===== src/rtl/memory_read_scan.sv =====
// ============================================================================
// Module   : memory_read_scan
// Brief    : Single-point reads and a ready/valid full-board scan over a 16x16
//            board of 2-bit points, with an occupied-point counter.
// Revision : 1.0
// ============================================================================
`default_nettype none

module memory_read_scan (
  input  logic         clock,
  input  logic         reset,
  input  logic [511:0] board,
  input  logic         rd_req,
  input  logic [7:0]   rd_addr,
  output logic         rd_valid,
  output logic [1:0]   rd_data,
  input  logic         scan_start,
  input  logic         scan_abort,
  output logic         scan_valid,
  input  logic         scan_ready,
  output logic [7:0]   scan_addr,
  output logic [1:0]   scan_data,
  output logic         scan_done,
  output logic [8:0]   occupied_count,
  output logic         busy
);

  localparam logic [1:0] IDLE = 2'd0;
  localparam logic [1:0] READ = 2'd1;
  localparam logic [1:0] SCAN = 2'd2;
  localparam logic [1:0] DONE = 2'd3;

  localparam logic [7:0] LAST_ADDR = 8'hFF;

  logic [1:0] state;
  logic [1:0] next_state;
  logic       start_read;
  logic       start_scan;
  logic       transfer;
  logic       last_beat;
  logic [7:0] next_addr;

  // Point (x,y) lives at bit 32x+2y, which is simply twice the packed {x,y} address.
  function automatic logic [1:0] point_at(input logic [511:0] b, input logic [7:0] a);
    return b[{a, 1'b0} +: 2];
  endfunction

  assign start_read = (state == IDLE) && rd_req;
  assign start_scan = (state == IDLE) && !rd_req && scan_start;
  assign transfer   = (state == SCAN) && scan_ready;
  assign last_beat  = (scan_addr == LAST_ADDR);
  assign next_addr  = scan_addr + 8'd1;

  always_ff @(posedge clock or posedge reset) begin
    if (reset) begin
      state <= IDLE;
    end else begin
      state <= next_state;
    end
  end

  always_comb begin
    next_state = state;
    case (state)
      IDLE: begin
        if (rd_req) begin
          next_state = READ;
        end else if (scan_start) begin
          next_state = SCAN;
        end
      end
      READ: next_state = IDLE;
      SCAN: begin
        if (scan_abort) begin
          next_state = IDLE;
        end else if (scan_ready && last_beat) begin
          next_state = DONE;
        end
      end
      DONE: next_state = IDLE;
      default: next_state = IDLE;
    endcase
  end

  // Strobes decode from the registered state only, keeping board off every output path.
  always_comb begin
    rd_valid   = 1'b0;
    scan_valid = 1'b0;
    scan_done  = 1'b0;
    busy       = 1'b0;
    case (state)
      READ: rd_valid = 1'b1;
      SCAN: begin
        scan_valid = 1'b1;
        busy       = 1'b1;
      end
      DONE: begin
        scan_done = 1'b1;
        busy      = 1'b1;
      end
      default: ;
    endcase
  end

  always_ff @(posedge clock or posedge reset) begin
    if (reset) begin
      rd_data <= 2'b00;
    end else if (start_read) begin
      rd_data <= point_at(board, rd_addr);
    end
  end

  // Beat registers only move on a transfer, so a stalled beat ignores board changes.
  always_ff @(posedge clock or posedge reset) begin
    if (reset) begin
      scan_addr      <= 8'h00;
      scan_data      <= 2'b00;
      occupied_count <= 9'd0;
    end else if (start_scan) begin
      scan_addr      <= 8'h00;
      scan_data      <= point_at(board, 8'h00);
      occupied_count <= 9'd0;
    end else if (transfer) begin
      if (scan_data != 2'b00) begin
        occupied_count <= occupied_count + 9'd1;
      end
      if (!last_beat) begin
        scan_addr <= next_addr;
        scan_data <= point_at(board, next_addr);
      end
    end
  end

endmodule

`default_nettype wire


===== config.mk =====
export PLATFORM = sky130hd
export DESIGN_NAME = memory_read_scan
export DESIGN_NICKNAME = d
export VERILOG_FILES = /design/src/rtl/memory_read_scan.sv
export SDC_FILE = /design/constraint.sdc
export NUM_CORES = 1
export LEC_CHECK = 0
export CAP_MARGIN = 5
export CORE_AREA = 5 5 213 215
export DETAILED_ROUTE_END_ITERATION = 12
export DIE_AREA = 0 0 218 220
export HOLD_SLACK_MARGIN = 0.05
export SYNTH_ARGS = -nofsm -noshare
export SYNTH_HDL_FRONTEND = slang
export SYNTH_SLANG_ARGS = --single-unit

===== constraint.sdc =====
create_clock -name clock -period 5.7 [get_ports clock]
set_input_delay 1.14 -clock clock [delete_from_list [all_inputs] [get_ports clock]]
set_output_delay 1.14 -clock clock [all_outputs]
set_load 0.05 [all_outputs]

==> results_dict.tcl <==
set metrics [dict create \
    hold_viol 0 \
    synthDominantCellAreaShare 0.571 \
    dpl_cell_area_um2 15800 \
    yosysSeqAreaShare 0.0589 \
    vias_per_cell 5.78 \
    area_delta_synth_final_pct 62.6 \
    path_class "primary input to register" \
    synth_cells 825 \
    worst-path-buf-inv 2 \
    switching_share 0.450 \
    reg2reg_depth 9 \
    fin_crit_ns 4.00 \
    grt_pass1_wl_um 82400 \
    crit_family "multiplexers" \
    endpoint_kind "register" \
    power_density_nw_per_um2 202 \
    min_path_type "register to register" \
    pin_count 551 \
    multi_input_area_um2 8730 \
    cp.depth 8 \
    outcome "completed" \
    ir_drop_uv 140 \
    die_area_um2 48000 \
    die_h_um 220 \
    fin_skew_ns 0.00390 \
    numPortBuffers 550 \
    cts_made_buffers 3 \
    net-switching-power_uw 1450 \
    avgSynthCellArea_um2 11.9 \
    grt_max_degree 66 \
    num_rows 77 \
    pwr-share-seq 0.083 \
    worst_slack_ns 1.70 \
    finalSetupViolations 0 \
    drc 0 \
    die_x_um 218 \
    design_area_um2 15900 \
    path_max_fanout 56 \
    htree_levels 1 \
    clkSinkCount 23 \
    crit_slowest_cell "buf_6" \
    yosysWarnings 0 \
    relSlewSlack 0.338 \
    vias 10994 \
    grt_overflow 0 \
    cts.clk_slew.worst_paths_ns 0.07 \
    crit_chain "buf_6 -> buf_4 -> mux4_2 -> mux4_2 -> o21ai_0 -> nand3_1 -> nand3_1 -> o311ai_0" \
    clk_latency_ns 0.26 \
    cts_root_buf "clkbuf_16" \
    synth_top_area_cell "mux4_2" \
    ctsResizeCount 0 \
    final_common_cell "clkdlybuf4s50_1" \
    grt_use_total 0.231 \
    drive_gt1_frac 0.231 \
    antenna_left 0 \
    dp_hpwl_um 48200 \
    worst_setup_path_start_kind "primary input" \
    holdPathStages 2 \
    antenna_found_initial 8 \
    postCtsSetupRepairBufs 0 \
    postCtsHoldBufs 0 \
    finalNetCount 1838 \
    drt_iter0_drc 961 \
    cts_tree "done" \
    leakage_uw 0.00525 \
    synth_cell_types 62 \
    dp_slack_ns 1.37 \
    ys.flop_type "dfrtp_1" \
    arrival_ns 4.12 \
    synthArstFlopShare 1.00 \
    nFillCells 4346 \
    routed_wirelength_um 58300 \
    regArea_um2 579 \
    firstDrtPassIters 5 \
    clock_path_buffers 2 \
    rsz0062_at_grt "no" \
    p_comb_frac 0.867 \
    p_int_uw 1770 \
    fmax_mhz 250 \
    finalCritPeriodShare 0.701 \
    start_util 0.225 \
    drv_cap 0 \
    final_cell_mix "clkdlybuf4s50_1, mux4_2, mux2i_1, nand2_1, nand3_1" \
    drv_slew 0 \
    tightest_slew_ns 0.992 \
    ys_ff_latch 23 \
    syn_nets 1353 \
    drt-wirelength-per-cell_um 30.6 \
    synth_area_um2 9780 \
    pwr-share-clk 0.050 \
    grt_pass1_vias 11978 \
    synth_edf_count 0 \
    cp_slowest_stage_delay_ns 0.55 \
    place_congestion 0.943 \
    yosys-top-cells-area "mux4_2, mux2i_1, dfrtp_1" \
    core_area_um2 43500 \
    worstPathRequired_ns 5.82 \
    fin_setup_tns_ns 0 \
]
==> power groups by stage <==
stage	logic, uW	registers, uW	clock network, uW
global route	2970	273	170
global placement	2790	267	0
detailed placement	2800	269	0
floorplan	1840	267	0
finish	2790	266	162
CTS	2810	266	166
==> worst reg2reg max path, delay by kind of cell (launching register included) <==
kind	cells	cell delay, ns
AO/OA/AOI/OAI	6	1.23
flip-flops	1	0.95
AND/OR/NAND/NOR	1	0.79
XOR/XNOR	1	0.56
adder cells (fa/ha/maj)	1	0.33
==> flip-flops by register name, indices dropped and copies added, names as in the netlist <==
signal,count
state,2
rd_data,2
scan_addr,8
occupied_count,9
scan_data,2
==> cells in the mapped netlist (10+ instances only) <==
cell / count
nor2_1: 31
clkbuf_1: 30
mux4_2: 248
nand2b_1: 10
dfrtp_1: 23
a22oi_1: 22
nand2_1: 65
buf_2: 30
nand4_1: 17
o21ai_0: 34
a21oi_1: 16
buf_4: 19
mux2i_1: 86
buf_6: 10
nand3_1: 64
==> kinds of logic (layout without fill, tap and decap cells) <==
| family | after synthesis | in the layout | share of synthesized area |
|---|---|---|---|
| buf+inv | 99 | 583 | 0.0568 |
| fa+ha+maj | 2 | 2 | 0.00256 |
| other cells | 0 | 1 | 0 |
| simple gates | 219 | 219 | 0.109 |
| compound gates | 132 | 132 | 0.0946 |
| xor+xnor | 14 | 14 | 0.0141 |
| mux | 336 | 336 | 0.665 |
| flops | 23 | 23 | 0.0589 |
==> path summary, 6_finish.rpt <==
kind                                                from                            end  slack (ns)
max                                           rd_addr[1]         rd_data[0]$_DFFE_PP0P_        1.70
min                        occupied_count[5]$_DFFE_PP0P_  occupied_count[5]$_DFFE_PP0P_        0.56
max reg2reg                     scan_addr[0]$_DFFE_PP0P_       scan_data[1]$_DFFE_PP0P_        1.72
min reg2reg                occupied_count[5]$_DFFE_PP0P_  occupied_count[5]$_DFFE_PP0P_        0.56
max in group asynchronous                          reset       scan_addr[0]$_DFFE_PP0P_        3.56
min in group asynchronous                          reset  occupied_count[3]$_DFFE_PP0P_        1.42
==> per-stage QoR <==
stage | total power [uW] | hold WS [ns] | instances | util
2_1_floorplan | 2110 | 0.472 | 825 | -
3_3_place_gp | 3050 | 0.546 | 1897 | 0.363
3_5_place_dp | 3070 | 0.553 | 1897 | 0.363
4_1_cts | 3240 | 0.568 | 1901 | 0.365
5_1_grt | 3420 | 0.593 | 1901 | 0.365
6_report | 3220 | 0.561 | 1902 | 0.365
==> per-layer routing <==
layer	up-vias	track usage	wire, um	part of all wire
li1	4574	-	-	-
met4	10	0.0519	1480	0.025
met1	5582	0.297	23000	0.39
met2	736	0.390	28300	0.49
met5	-	0	63	0.0011
met3	92	0.0651	5440	0.093
==> area by class of cell <==
cell class,instances,share of cell area
Multi-Input combinational cell,703,0.549
Clock inverter,1,0.000315
Inverter,5,0.00118
Tap cell,592,0.0466
Antenna cell,1,0.000157
Timing Repair Buffer,574,0.362
Clock buffer,3,0.00472
Sequential cell,23,0.0364
No activity file was read; power rests on OpenSTA's default activity.
